[config.mk]
export PLATFORM = sky130hd
export DESIGN_NAME = audio_rom_streamer_flat
export DESIGN_NICKNAME = d
export VERILOG_FILES = /design/src/rtl/audio_pkg.sv /design/src/rtl/audio_rom_streamer_if.sv /design/src/rtl/audio_rom_streamer_sync_fifo.sv /design/src/rtl/audio_rom_streamer.sv /design/src/flat_wrapper.sv
export SDC_FILE = /design/constraint.sdc
export NUM_CORES = 1
export LEC_CHECK = 0
export CAP_MARGIN = 5
export CORE_ASPECT_RATIO = 1.2
export CORE_MARGIN = 5
export CORE_UTILIZATION = 45
export CTS_BUF_LIST = sky130_fd_sc_hd__clkbuf_4
export CTS_CLUSTER_SIZE = 20
export DETAILED_ROUTE_END_ITERATION = 16
export RECOVER_POWER = 100
export SLEW_MARGIN = 20
export SYNTH_ARGS = -nofsm -noshare
export SYNTH_HDL_FRONTEND = slang
export SYNTH_HIERARCHICAL = 1
export SYNTH_SLANG_ARGS = --single-unit
[constraint.sdc]
create_clock -name clk -period 3.8 [get_ports clk]
set_input_delay 0.76 -clock clk [delete_from_list [all_inputs] [get_ports clk]]
set_output_delay 0.76 -clock clk [all_outputs]
set_load 0.01 [all_outputs]
[src/rtl/audio_pkg.sv]
// Shared types and constants for the audio ROM streaming path.
package audio_pkg;

    localparam int FIFO_DATA_WIDTH = 32;

    typedef enum logic [1:0] {
        IDLE  = 2'd0,
        RUN   = 2'd1,
        FLUSH = 2'd2
    } stream_state_t;

    // Sequential ROM walk with wrap at the last valid word.
    function automatic logic [31:0] wrap_incr(input logic [31:0] addr, input logic [31:0] last);
        return (addr == last) ? 32'd0 : addr + 32'd1;
    endfunction

endpackage

[src/rtl/audio_rom_streamer_if.sv]
// Streamer-side bus: stream enable, ROM fetch port and the sound-core pop port.
interface audio_rom_streamer_if #(
    parameter int ADDR_WIDTH      = 10,
    parameter int FIFO_DATA_WIDTH = audio_pkg::FIFO_DATA_WIDTH,
    parameter int FIFO_DEPTH      = 16
) ();
    logic                            aud_en;
    logic [ADDR_WIDTH-1:0]           rom_addr;
    logic [FIFO_DATA_WIDTH-1:0]      rom_rd_data;
    logic                            fifo_rd_en;
    logic [FIFO_DATA_WIDTH-1:0]      fifo_rd_data;
    logic                            fifo_empty;
    logic [$clog2(FIFO_DEPTH):0]     fifo_level;
    logic                            underflow;

    modport master (
        input  aud_en, rom_rd_data, fifo_rd_en,
        output rom_addr, fifo_rd_data, fifo_empty, fifo_level, underflow
    );

    modport slave (
        output aud_en, rom_rd_data, fifo_rd_en,
        input  rom_addr, fifo_rd_data, fifo_empty, fifo_level, underflow
    );
endinterface

[src/rtl/audio_rom_streamer_sync_fifo.sv]
// Single-clock circular buffer with registered read, registered level/empty and a flush.
module sync_fifo #(
    parameter int WIDTH = 32,
    parameter int DEPTH = 16
) (
    input  logic                       clk,
    input  logic                       rstn,
    input  logic                       push,
    input  logic                       pop,
    input  logic                       flush,
    input  logic [WIDTH-1:0]           wr_data,
    output logic [WIDTH-1:0]           rd_data,
    output logic [$clog2(DEPTH):0]     level,
    output logic                       empty,
    output logic                       full
);
    localparam int PW = $clog2(DEPTH);
    localparam int LW = PW + 1;

    logic [WIDTH-1:0] mem [DEPTH];
    logic [PW-1:0]    wr_ptr, rd_ptr;
    logic [LW-1:0]    level_nxt;
    logic             push_ok, pop_ok;

    // Flush wins over both ports; pops on an empty buffer are ignored here.
    assign push_ok = push && !flush;
    assign pop_ok  = pop && !empty && !flush;
    assign full    = (level == LW'(DEPTH));

    always_comb begin
        level_nxt = level + LW'(push_ok) - LW'(pop_ok);
    end

    always_ff @(posedge clk) begin
        if (push_ok) begin
            mem[wr_ptr] <= wr_data;
        end
    end

    always_ff @(posedge clk or negedge rstn) begin
        if (!rstn) begin
            wr_ptr  <= '0;
            rd_ptr  <= '0;
            level   <= '0;
            empty   <= 1'b1;
            rd_data <= '0;
        end else if (flush) begin
            wr_ptr  <= '0;
            rd_ptr  <= '0;
            level   <= '0;
            empty   <= 1'b1;
        end else begin
            if (push_ok) begin
                wr_ptr <= wr_ptr + PW'(1);
            end
            if (pop_ok) begin
                rd_ptr  <= rd_ptr + PW'(1);
                rd_data <= mem[rd_ptr];
            end
            level <= level_nxt;
            empty <= (level_nxt == '0);
        end
    end

    // The in-flight word is reserved at fetch time, so a full buffer never sees a push.
    assert property (@(posedge clk) disable iff (!rstn) !(push_ok && full));

endmodule

[src/rtl/audio_rom_streamer.sv]
// Flow-controlled ROM walker feeding the PWM audio core through a local FIFO.
module audio_rom_streamer #(
    parameter int ADDR_WIDTH      = 10,
    parameter int ROM_DEPTH       = 1024,
    parameter int FIFO_DATA_WIDTH = audio_pkg::FIFO_DATA_WIDTH,
    parameter int FIFO_DEPTH      = 16
) (
    input  logic               clk,
    input  logic               rstn,
    audio_rom_streamer_if.master bus
);
    import audio_pkg::*;

    localparam int LW = $clog2(FIFO_DEPTH) + 1;
    localparam logic [31:0] LAST_ADDR = 32'(ROM_DEPTH - 1);

    stream_state_t              state;
    logic                       inflight;
    logic                       underflow_q;
    logic [ADDR_WIDTH-1:0]      addr;
    logic [FIFO_DATA_WIDTH-1:0] rd_data;
    logic [LW-1:0]              level;
    logic                       empty, full;
    logic                       flush, pop_ok, fetch, push;

    // Dropping aud_en clears the path on the same edge; FLUSH just settles back to IDLE.
    assign flush  = (state == FLUSH) || (state == RUN && !bus.aud_en);
    assign pop_ok = bus.fifo_rd_en && !empty && !flush;
    assign push   = inflight && !flush;
    assign fetch  = (state == RUN) && bus.aud_en && !inflight && (!full || pop_ok);

    always_ff @(posedge clk or negedge rstn) begin
        if (!rstn) begin
            state    <= IDLE;
            inflight <= 1'b0;
            addr     <= '0;
        end else begin
            case (state)
                IDLE: begin
                    inflight <= 1'b0;
                    addr     <= '0;
                    if (bus.aud_en) begin
                        state <= RUN;
                    end
                end
                RUN: begin
                    if (!bus.aud_en) begin
                        state    <= FLUSH;
                        inflight <= 1'b0;
                        addr     <= '0;
                    end else if (inflight) begin
                        // ROM word for addr lands this cycle; step to the next one.
                        inflight <= 1'b0;
                        addr     <= ADDR_WIDTH'(wrap_incr(32'(addr), LAST_ADDR));
                    end else if (fetch) begin
                        inflight <= 1'b1;
                    end
                end
                FLUSH: begin
                    inflight <= 1'b0;
                    addr     <= '0;
                    state    <= IDLE;
                end
                default: begin
                    state    <= IDLE;
                    inflight <= 1'b0;
                    addr     <= '0;
                end
            endcase
        end
    end

    always_ff @(posedge clk or negedge rstn) begin
        if (!rstn) begin
            underflow_q <= 1'b0;
        end else if (bus.fifo_rd_en && empty) begin
            underflow_q <= 1'b1;
        end
    end

    sync_fifo #(
        .WIDTH (FIFO_DATA_WIDTH),
        .DEPTH (FIFO_DEPTH)
    ) u_fifo (
        .clk     (clk),
        .rstn    (rstn),
        .push    (push),
        .pop     (bus.fifo_rd_en),
        .flush   (flush),
        .wr_data (bus.rom_rd_data),
        .rd_data (rd_data),
        .level   (level),
        .empty   (empty),
        .full    (full)
    );

    assign bus.rom_addr     = addr;
    assign bus.fifo_rd_data = rd_data;
    assign bus.fifo_empty   = empty;
    assign bus.fifo_level   = level;
    assign bus.underflow    = underflow_q;

endmodule
[src/flat_wrapper.sv]
// flat-port wrapper written by rule: the top's interface ports become plain ports
module audio_rom_streamer_flat import audio_pkg::*;
#(
    parameter int ADDR_WIDTH      = 10,
    parameter int ROM_DEPTH       = 1024,
    parameter int FIFO_DATA_WIDTH = audio_pkg::FIFO_DATA_WIDTH,
    parameter int FIFO_DEPTH      = 16
)
  (clk, rstn, bus_aud_en, bus_rom_rd_data, bus_fifo_rd_en, bus_rom_addr, bus_fifo_rd_data, bus_fifo_empty, bus_fifo_level, bus_underflow);
  audio_rom_streamer_if #(.ADDR_WIDTH(ADDR_WIDTH), .FIFO_DATA_WIDTH(FIFO_DATA_WIDTH), .FIFO_DEPTH(FIFO_DEPTH)) bus_i ();
  input  logic clk;
  input  logic rstn;
  input wire logic [$bits(bus_i.aud_en)-1:0] bus_aud_en;
  input wire logic [$bits(bus_i.rom_rd_data)-1:0] bus_rom_rd_data;
  input wire logic [$bits(bus_i.fifo_rd_en)-1:0] bus_fifo_rd_en;
  output wire logic [$bits(bus_i.rom_addr)-1:0] bus_rom_addr;
  output wire logic [$bits(bus_i.fifo_rd_data)-1:0] bus_fifo_rd_data;
  output wire logic [$bits(bus_i.fifo_empty)-1:0] bus_fifo_empty;
  output wire logic [$bits(bus_i.fifo_level)-1:0] bus_fifo_level;
  output wire logic [$bits(bus_i.underflow)-1:0] bus_underflow;
  assign bus_i.aud_en = bus_aud_en;
  assign bus_i.rom_rd_data = bus_rom_rd_data;
  assign bus_i.fifo_rd_en = bus_fifo_rd_en;
  assign bus_rom_addr = bus_i.rom_addr;
  assign bus_fifo_rd_data = bus_i.fifo_rd_data;
  assign bus_fifo_empty = bus_i.fifo_empty;
  assign bus_fifo_level = bus_i.fifo_level;
  assign bus_underflow = bus_i.underflow;
  audio_rom_streamer #(.ADDR_WIDTH(ADDR_WIDTH), .ROM_DEPTH(ROM_DEPTH), .FIFO_DATA_WIDTH(FIFO_DATA_WIDTH), .FIFO_DEPTH(FIFO_DEPTH)) u_core (.clk(clk), .rstn(rstn), .bus(bus_i));
endmodule
==> Word level (Yosys, flattened, before mapping) <==
Memories as Yosys holds them, arrays and structs flattened. A register that Yosys moved wholly into a read port is not among the register bits.
Cells that the tools add are included.
{ "totals": {"ff_bits": 28, "ram_bits": 512, "in_bits": 36, "output_inout_bits": 49, "elab_cells": 64, "memories": 1} }
{ "memory_table": {"columns": ["name", "depth", "word_bits", "rd", "rd_clocked_by_memory_dff", "wr", "line", "rtl"], "rows": [
  ["u_core.u_fifo.mem", 16, 32, 1, 1, 1, "audio_rom_streamer_sync_fifo.sv:20", "logic [WIDTH-1:0] mem [DEPTH];"]
]} }
{ "op_classes": {"add_sub_neg": 5, "n_eq_ne": 7, "mux": 19, "n_bitwise": 1, "reduce_logical": 23} }
{ "op_table": {"columns": ["op", "count"], "rows": [
  ["10-bit two-way mux", 4],
  ["4-bit two-way mux", 4],
  ["10-bit by 1-bit adder with 10-bit output, second input constant", 1],
  ["10-bit == test, second input constant", 1],
  ["1-bit logical AND", 9],
  ["4-bit by 1-bit adder with 4-bit output, second input constant", 2],
  ["1-bit two-way mux", 7],
  ["1-bit zero test", 6],
  ["5-bit by 1-bit adder with 5-bit output", 1],
  ["5-bit == test, second input constant", 1],
  ["5-bit zero test", 1],
  ["5-bit two-way mux", 1],
  ["5-bit by 1-bit subtractor with 5-bit output", 1],
  ["2-bit two-way mux", 2],
  ["2-bit != test, second input constant", 2],
  ["2-bit case mux with 2 select lines", 1],
  ["2-bit AND reduction", 2],
  ["2-bit nonzero test", 2],
  ["3-bit by 2-bit != test with 1-bit output, second input constant", 1],
  ["2-bit by 1-bit == test with 1-bit output, second input constant", 1],
  ["2-bit == test, second input constant", 1],
  ["2-bit zero test", 1],
  ["1-bit logical OR", 2],
  ["1-bit inverter", 1]
]} }

==> Longest topological paths before layout <==
Gate-level depths: netlist of the first run.
{ "depth": {"word_depth": 11, "depth_mapped": 14, "ltp_nobuf": 13} }

==> Hierarchy <==
The synthesis of the first run kept the hierarchy.
{ "by_module_without_submodules": {"columns": ["mod", "n_inst", "cells_each", "area_each_um2", "seq_area_each_um2"], "rows": [
  ["sync_fifo", 1, 1022, 21413.0, 16527.1],
  ["audio_rom_streamer", 1, 72, 739.5, 350.3]
]} }

==> Worst setup path after synthesis of the first run <==
No wires, ideal clock.
{ "synth_timing": {"path_type": "input to register", "startpoint": "input bus_aud_en", "endpoint": "register u_core.u_fifo.empty", "setup_ns": 0.079, "arrival_time_ns": 3.112, "required_ns": 3.721, "path_slack_ns": 0.609, "cell_stages": 14, "n_path_buf": 1, "path_cell_list": "nor3b_1 a21oi_1 inv_1 or3b_1 clkbuf_1 inv_1 ha_1 inv_1 ha_1 fa_1 a21oi_1 o21bai_1 xnor2_1 a41o_1"} }
{ "synth_via": {"elab_chain_cells": 10, "elab_cells_between_ends": 11} }
{ "synth_lines": {"columns": ["element", "line", "rtl"], "rows": [
  ["start, declared", "flat_wrapper.sv:13", "input wire logic [$bits(bus_i.aud_en)-1:0] bus_aud_en;"],
  ["1-bit zero test *", "audio_rom_streamer.sv:27", "assign flush = (state == FLUSH) || (state == RUN && !bus.aud_en);"],
  ["1-bit logical AND *", "audio_rom_streamer.sv:27", null],
  ["1-bit logical OR *", "audio_rom_streamer.sv:27", null],
  ["named net u_core.flush", "audio_rom_streamer.sv:24", "logic flush, pop_ok, fetch, push;"],
  ["1-bit zero test", "audio_rom_streamer_sync_fifo.sv:26, audio_rom_streamer_sync_fifo.sv:27, audio_rom_streamer.sv:29", null],
  ["1-bit logical AND", "audio_rom_streamer.sv:29", "assign push = inflight && !flush;"],
  ["1-bit logical AND", "audio_rom_streamer_sync_fifo.sv:26", "assign push_ok = push && !flush;"],
  ["5-bit by 1-bit adder with 5-bit output", "audio_rom_streamer_sync_fifo.sv:31", "level_nxt = level + LW'(push_ok) - LW'(pop_ok);"],
  ["5-bit by 1-bit subtractor with 5-bit output", "audio_rom_streamer_sync_fifo.sv:31", null],
  ["5-bit zero test", "audio_rom_streamer_sync_fifo.sv:61", "empty <= (level_nxt == '0);"],
  ["1-bit two-way mux *", "audio_rom_streamer_sync_fifo.sv:47", "end else if (flush) begin"],
  ["end signal, assigned", "audio_rom_streamer_sync_fifo.sv:61", null],
  ["end, declared", "audio_rom_streamer_sync_fifo.sv:14", "output logic empty,"]
]} }
Mark *: on every way through the listed nets, which the timed path passes. The rest lies on a longest branch.
A chain may end at the register's enable or synchronous reset.

==> Worst setup path in the final report of the first run <==
{ "layout_timing": {"startpoint": "register u_core.state[0]", "endpoint": "register u_core.u_fifo.rd_data[15], read port of u_core.u_fifo.mem"} }
{ "layout_via": {"elab_chain_cells": 6, "elab_cells_between_ends": 8} }
{ "layout_lines": {"columns": ["element", "line", "rtl"], "rows": [
  ["start, declared", "audio_rom_streamer.sv:17", "stream_state_t state;"],
  ["start signal, assigned", "audio_rom_streamer.sv:34", "state <= IDLE;"],
  ["start signal, assigned", "audio_rom_streamer.sv:43", "state <= RUN;"],
  ["start signal, assigned", "audio_rom_streamer.sv:48", "state <= FLUSH;"],
  ["2-bit by 1-bit == test with 1-bit output", "audio_rom_streamer.sv:27", null],
  ["1-bit logical AND", "audio_rom_streamer.sv:27", null],
  ["1-bit logical OR *", "audio_rom_streamer.sv:27", null],
  ["named net u_core.flush", "audio_rom_streamer.sv:24", null],
  ["1-bit zero test", "audio_rom_streamer_sync_fifo.sv:27", "assign pop_ok = pop && !empty && !flush;"],
  ["1-bit logical AND", "audio_rom_streamer_sync_fifo.sv:27", null],
  ["2-bit AND reduction (no line) *", null, null],
  ["end, declared", "audio_rom_streamer_sync_fifo.sv:12", "output logic [WIDTH-1:0] rd_data,"]
]} }
Marks and branches as above.

==> impl_results.md, run 1 <==
* Core area at 49,000 um2
* Post-Synth Simple-Gate Area at 0.02333
* Min-delay src: u_core/bus.underflow$_DFFE_PN0P_
* Fin crit share at 0.8397
* Worst Hold Class: reg -> reg
* Min-Delay Path Depth at 1
* WP data required at 4.52 ns
* Synth cell types at 53
* Asr flop ratio synth at 0.1049
* Synthesis warning total at 6
* Die X at 212.5 um
* Final hold viol count at 0
* Count of final setup violators at 0
* Synth Cell Area at 22,150 um2
* Port Buffer Count at 84
* Worst Hold End: u_core/bus.underflow$_DFFE_PN0P_
* Failing checks: max-capacitance violations, max-slew violations
* Cell count after synthesis at 1,094
* Maximum clock insertion buffer count at 3
* Outcome: complete, but fails checks
* Largest cells by area after synthesis: edfxtp_1 (69%), mux4_2 (9.7%), dfrtp_1 (6.7%)
* R2R cell count at 9
* I/O Pins at 85
* CTS tree: built
* Worst slew pin tran at 1.939 ns
* Worst-path fanout max at 35
* Die height at 253.1 um
* Max Clk Rate at 313.4 MHz
* Clk sinks at 572
* Top post-synthesis cells by count: edfxtp_1 (512), mux4_2 (95), mux2i_1 (66)
* Adder-Cell Fraction of Synth Area at 0.007681
* Crit-path max cell delay at 0.71 ns
* Final Max Tran Viols at 61
* Final ANT Viol Nets at 0
* Number of flops mapped to enable cells by yosys at 512
* GRT met1 Usage at 0.2496
* DR WL/cell at 23.39 um
* Register area at 16,890 um2
* WP data arrival at 3.91 ns
* Crit. Startpoint: u_core/state[0]$_DFFE_PN0P_
* Largest net degree at the start of global routing at 61
* Most common cell in the netlist: edfxtp_1
* Syn Area/Cell at 20.25 um2
* Reg2Reg Setup Slack at 0.61 ns
* Die ar. at 53,780 um2
* Area growth syn-to-layout at 16.81%
* Later-pin clock latency in the skew report at 0.85 ns
* First DRT Iteration DRCs at 926
* Global Route met3 Usage at 0.04077
* Starting Density at 0.4521
* Worst setup SP type: flip-flop
* Gr busiest metal: met2
* Worst-path clk slew at 0.06 ns
* Synth Net Count at 1,143
* Max_slew headroom at -0.2928
* Post-CTS Resized at 0
* RSZ-0062 raised after global routing: no
* Slowest cell on crit path: clkbuf_2
* Xor/xnor cell area share of the yosys netlist at 0.005140
* Worst Setup Path Type: reg -> reg
* GPL Wtd Cong at 0.7423
* CP cell instances: nor3b_1, a21oi_1, inv_1, or3b_2, clkbuf_2, nor2_1, buf_12, a22oi_1, o21ai_0
* Met2 usage at 0.2975
* Largest family of logic cells by synthesized area: multiplexers
* Via count at 11,460
* Area occupied by multi-input gates at 4966 um2
* Largest area contributor in the netlist: edfxtp_1
* GRT Util Overall at 0.1846
* Setup bufs post-CTS at 0
* Critical path's top delay family: buffers and inverters
* Fillers at 3,985
* Number of global-route vias before repair at 11,990
* MaxCap Viol Count at 1
* Total grt overflow at 0
* Share of Yosys cell area claimed by the top area cell type at 0.6940
* Minimum clock period at 3.191 ns
* Synth Register Bits at 572
* Root buffer cell: clkbuf_4
* Nets at 1,366
* Rows at 89
* Initial antenna violation count at 4
* Detailed-route DRC error count at 0
* Seq/Total Area, Yosys at 0.7619
* Setup TNS at 0 ns
* Final setup skew at 0.04673 ns
* Via-to-Cell Ratio at 5.529
* Power per cell area at 620.2 nW/um2
* Cell area after layout at 25,880 um2
* Mux share of post-synthesis cell area at 0.1432
* HPWL Detailed at 26.85 mm
* Buf+Inv Stages, Crit Path at 3
* CTS Hold Bufs at 0
* Placed instance area at 24,180 um2
* Leak at 8.668 nW
* Top FF cell, synth: edfxtp_1
* Reg-to-reg endpoint: u_core/u_fifo/rd_data[15]$_DFFE_PN0P_
* First-pass GRT wire length at 73.74 mm
* Max IR drop VDD at 0.3210 mV
* Crit. End Element: flip-flop
* Routed WL at 48.47 mm
* CTS Buf Count at 142
* Complex-gate fraction of the synthesized area at 0.04422
* DRT Pass-1 Iters at 5
* Fraction of layout cells with a size suffix above 1 at 0.2954
* RR Startpoint: u_core/state[0]$_DFFE_PN0P_
* Htree depth at 4
==> worst max path at each step <==
stage / end / depth (start not counted) / slack (ns)
final: u_core/u_fifo/rd_data[15]$_DFFE_PN0P_ / 9 / 0.61
after global routing: u_core/u_fifo/mem[1][24]$_DFFE_PP_ / 7 / 0.39
after CTS: u_core/u_fifo/empty$_DFF_PN1_ / 13 / 0.84
after detailed placement: u_core/u_fifo/empty$_DFF_PN1_ / 14 / 0.07
after global placement: u_core/u_fifo/empty$_DFF_PN1_ / 14 / 0.13
after floorplan: u_core/u_fifo/empty$_DFF_PN1_ / 14 / 0.61
==> worst register-to-register path, cell delays in order, from the launching register on <==
cell and delay [ns]:
dfrtp_1 0.40, nor3b_1 0.16, a21oi_1 0.20, inv_1 0.10, or3b_2 0.49, clkbuf_2 0.71, nor2_1 0.46, buf_12 0.30
a22oi_1 0.12, o21ai_0 0.13
==> per-stage QoR <==
stage / util / std cells / total power [mW] / setup WS (ns) / hold slack [ns]
floorplan: - / 1094 / 9.917 / 0.6095 / 0.4501
global placement: 0.4935 / 1810 / 11.18 / 0.1328 / 0.4375
detailed placement: 0.4935 / 1810 / 11.21 / 0.06583 / 0.4513
CTS: 0.5317 / 2069 / 16.42 / 0.8372 / 0.03518
global route: 0.5281 / 2071 / 16.93 / 0.3860 / 0.4873
finish: 0.5281 / 2072 / 16.05 / 0.6092 / 0.4602
==> layout make-up <==
class / instances / share of cell area
clock buffers: 223 / 0.06470
inverters: 11 / 0.001596
multi-input cells: 455 / 0.1919
well taps: 637 / 0.03080
flip-flops and latches: 572 / 0.6526
repair buffers: 135 / 0.05043
clock inverters: 36 / 0.007688
diodes: 3 / 0.0002901
==> power by group <==
part	leakage (nW)	switching (mW)	internal (mW)	total (mW)
Sequential	5.36	0.404	7.12	7.53
Clock	1.12	2.34	2.80	5.15
Combinational	2.18	1.56	1.81	3.38
Total	8.67	4.31	11.7	16.0
==> layout by cell type, fill, tap and decap left out, drive strengths merged, types with 4 or more instances in the layout <==
| master | instances |
|---|---|
| a21oi | 8 |
| a22o | 32 |
| a22oi | 31 |
| and2 | 18 |
| buf | 27 |
| clkbuf | 248 |
| clkinv | 24 |
| dfrtp | 59 |
| dlygate4sd3 | 81 |
| edfxtp | 512 |
| ha | 12 |
| inv | 18 |
| mux2 | 33 |
| mux2i | 66 |
| mux4 | 95 |
| nand2 | 8 |
| nand2b | 4 |
| nand3 | 6 |
| nand4 | 4 |
| nor2 | 21 |
| nor2b | 6 |
| o21ai | 63 |
| xnor2 | 7 |
| xor2 | 6 |
==> per-layer routing <==
layer  vias to the layer above  part of all wire
met5                         -           0.00027
met4                         2             0.021
li1                       5032                 -
met3                        83             0.055
met2                       358              0.50
met1                      5981              0.42
==> state kept, by name, indices dropped and copies added, names as in the netlist <==
register and flops:
u_core/u_fifo/mem 512, u_core/u_fifo/rd_data 32, u_core/bus.rom_addr 10, u_core/u_fifo/level 5, u_core/u_fifo/rd_ptr 4, u_core/u_fifo/wr_ptr 4, u_core/state 2, u_core/bus.underflow 1
u_core/inflight 1, u_core/u_fifo/empty 1
==> logic make-up (layout without fill, tap and decap cells) <==
logic type / count (synthesis) / in the layout
AO/OA/AOI/OAI: 147 / 147
XOR/XNOR: 13 / 13
adder cells (fa/ha/maj): 13 / 13
buffers and inverters: 67 / 405
flip-flops: 572 / 572
multiplexers: 194 / 194
other: 0 / 3
AND/OR/NAND/NOR: 88 / 88
Note: power is estimated with default switching activity, not from simulation.
==> run 2, diff against run 1 <==
Clock period 3.8 ns to 2.9 ns, I/O delays scaled along.
==> impl_results.md, run 2 (synthesis results as in run 1) <==
* First DRT Iteration DRCs at 843 (-9.0%)
* Cell area after layout at 26,440 um2 (+2.2%)
* Worst slew pin tran at 1.195 ns (-0.7442 ns)
* Total grt overflow at 0 (unchanged)
* CTS Buf Count at 141 (-0.70%)
* Max reg flops at 512 (unchanged)
* Max IR drop VDD at 0.3657 mV (+14%)
* Largest net degree at the start of global routing at 51 (-16%)
* First-pass GRT wire length at 75.39 mm (+2.2%)
* Final std cells w/o fill at 2,086 (+0.68%)
* Leak at 8.919 nW (+2.9%)
* Die ar. at 53,780 um2 (unchanged)
* Final ANT Viol Nets at 0 (unchanged)
* Crit-path max cell delay at 0.49 ns (-0.22 ns)
* Via-to-Cell Ratio at 5.514 (-0.26%)
* Outcome: complete, no violations
* Root buffer cell: clkbuf_4
* Count of final setup violators at 0 (unchanged)
* Nets at 1,389 (+1.7%)
* Fin crit share at 0.9355 (+0.09579)
* Routed WL at 50.10 mm (+3.4%)
* Power per cell area at 810.5 nW/um2 (+31%)
* CP cell instances: nor3b_1, a21oi_1, inv_1, or3b_1, buf_2, nor2_4, buf_4, a22oi_1, o21ai_0
* Number of global-route vias before repair at 12,210 (+1.9%)
* Slowest cell on crit path: buf_2
* Worst Hold Class: in -> reg
* Die height at 253.1 um (unchanged)
* Port Buffer Count at 84 (unchanged)
* Via count at 11,500 (+0.41%)
* CTS tree: built
* Final Max Tran Viols at 0 (-100%)
* DR WL/cell at 24.01 um (+2.7%)
* Die X at 212.5 um (unchanged)
* Later-pin clock latency in the skew report at 0.83 ns (-0.02 ns)
* Placed instance area at 24,680 um2 (+2.1%)
* Minimum clock period at 2.713 ns (-0.4779 ns)
* Starting Density at 0.4521 (unchanged)
* Worst setup SP type: flip-flop
* GRT Util Overall at 0.1901 (+0.005490)
* Post-layout util at 0.5397 (+0.01154)
* MaxCap Viol Count at 0 (-1)
* Max Clk Rate at 368.6 MHz (+18%)
* WP data required at 3.61 ns (-0.91 ns)
* Rows at 89 (unchanged)
* Commonest cells after routing, fill and taps aside: edfxtp_1 (512), clkbuf_4 (220), mux4_2 (95)
* Final hold viol count at 0 (unchanged)
* Largest register by flop count: u_core/u_fifo/mem
* RSZ-0062 raised after global routing: no
* WP data arrival at 3.43 ns (-0.48 ns)
* Maximum clock insertion buffer count at 3 (unchanged)
* Worst-path fanout max at 35 (unchanged)
* Fraction of layout cells with a size suffix above 1 at 0.3110 (+0.01560)
* Worst-path clk slew at 0.07 ns (about the same)
* Most common cell after layout, fill and taps aside: edfxtp_1
* Initial antenna violation count at 3 (-1)
* Area growth syn-to-layout at 19.36%
* GPL Wtd Cong at 0.7499 (+1.0%)
* Core area at 49,000 um2 (unchanged)
* Htree depth at 4 (unchanged)
* HPWL Detailed at 28.77 mm (+7.2%)
* Placed Cells at 1,832 (+1.2%)
* Detailed-route DRC error count at 0 (unchanged)
* Fillers at 3,897 (-2.2%)
* Crit. End Element: flip-flop
* Setup TNS at 0 ns (unchanged)
* I/O Pins at 85 (unchanged)
* Clk sinks at 572 (unchanged)
* Final setup skew at 0.04152 ns (-0.005209 ns)
* Max_slew headroom at 0.2034 (+0.4962)
* DRT Pass-1 Iters at 5 (unchanged)
* Worst Setup Path Type: reg -> reg
[run 2: cell types whose count changed in the layout (fill, tap and decap cells not counted), sizes merged]
cell | previous run | this run
buf | 27 | 58
clkbuf | 248 | 233
bufinv | 2 | 6
clkinv | 24 | 20
clkinvlp | 3 | 1
diode | 3 | 2
dlygate4sd3 | 81 | 82
[run 2: path summary, 6_finish.rpt]
kind,start,endpoint,slack [ns],cells after the start
worst max-delay path,u_core/state[0]$_DFFE_PN0P_,u_core/u_fifo/rd_data[25]$_DFFE_PN0P_,0.19,9
worst min-delay path,bus_aud_en,u_core/state[1]$_DFFE_PN0P_,0.35,2
worst max register to register,u_core/state[0]$_DFFE_PN0P_,u_core/u_fifo/rd_data[25]$_DFFE_PN0P_,0.19,9
worst min register to register,u_core/bus.underflow$_DFFE_PN0P_,u_core/bus.underflow$_DFFE_PN0P_,0.45,1
max in group asynchronous,rstn,u_core/inflight$_DFF_PN0_,0.79,3
min in group asynchronous,rstn,u_core/u_fifo/rd_data[7]$_DFFE_PN0P_,0.53,2
[run 2: where the power goes]
group | leakage [nW] | internal, mW | switching (mW)
Clock | 1.15 | 3.92 | 3.09
Combinational | 2.41 | 2.47 | 2.20
Sequential | 5.36 | 9.33 | 0.421
Total | 8.92 | 15.7 | 5.71
[run 2: per-stage QoR]
step	total power [mW]	hold slack, ns	setup slack (ns)
2_1_floorplan	13.00	0.2844	0.001133
3_3_place_gp	14.74	0.4497	-0.4893
3_5_place_dp	14.80	0.4435	-0.5618
4_1_cts	21.89	0.2021	0.06346
5_1_grt	22.52	0.2987	0.02382
6_report	21.43	0.3488	0.1872
[run 2: what timing repair did]
action / 4_1_cts / 5_1_grt
gates resized for setup: 1 / 3
endpoints found under the hold margin: 31 / 0
hold buffers: 1 / 0
setup buffers: 0 / 1
setup endpoints to repair: 1 / 2
pin swaps: 1 / 3
[run 2: critical path, delay by kind of cell, from the launching register on]
kind / cells / cell delay [ns]
DFF: 1 / 0.41
buffers and inverters: 3 / 0.93
and+or+nand+nor: 3 / 0.85
AOI/OAI and AO/OA: 3 / 0.40
[run 2: per-layer routing]
metal	vias up	wire, um	GRT usage
met5	-	0	0
met4	0	962	0.06384
li1	5064	-	-
met3	84	2651	0.03916
met2	361	25180	0.3124
met1	5994	21300	0.2563
[run 2: cell type report]
type | instances | area (um2) | area share
antenna | 2 | 5.005 | 0.0001893
multi-input combinational | 455 | 4975 | 0.1881
clock inverter | 34 | 292.8 | 0.01107
tap | 637 | 797.0 | 0.03014
timing repair buffer | 159 | 1823 | 0.06894
inverter | 11 | 41.29 | 0.001562
clock buffer | 216 | 1622 | 0.06133
sequential | 572 | 16890 | 0.6386
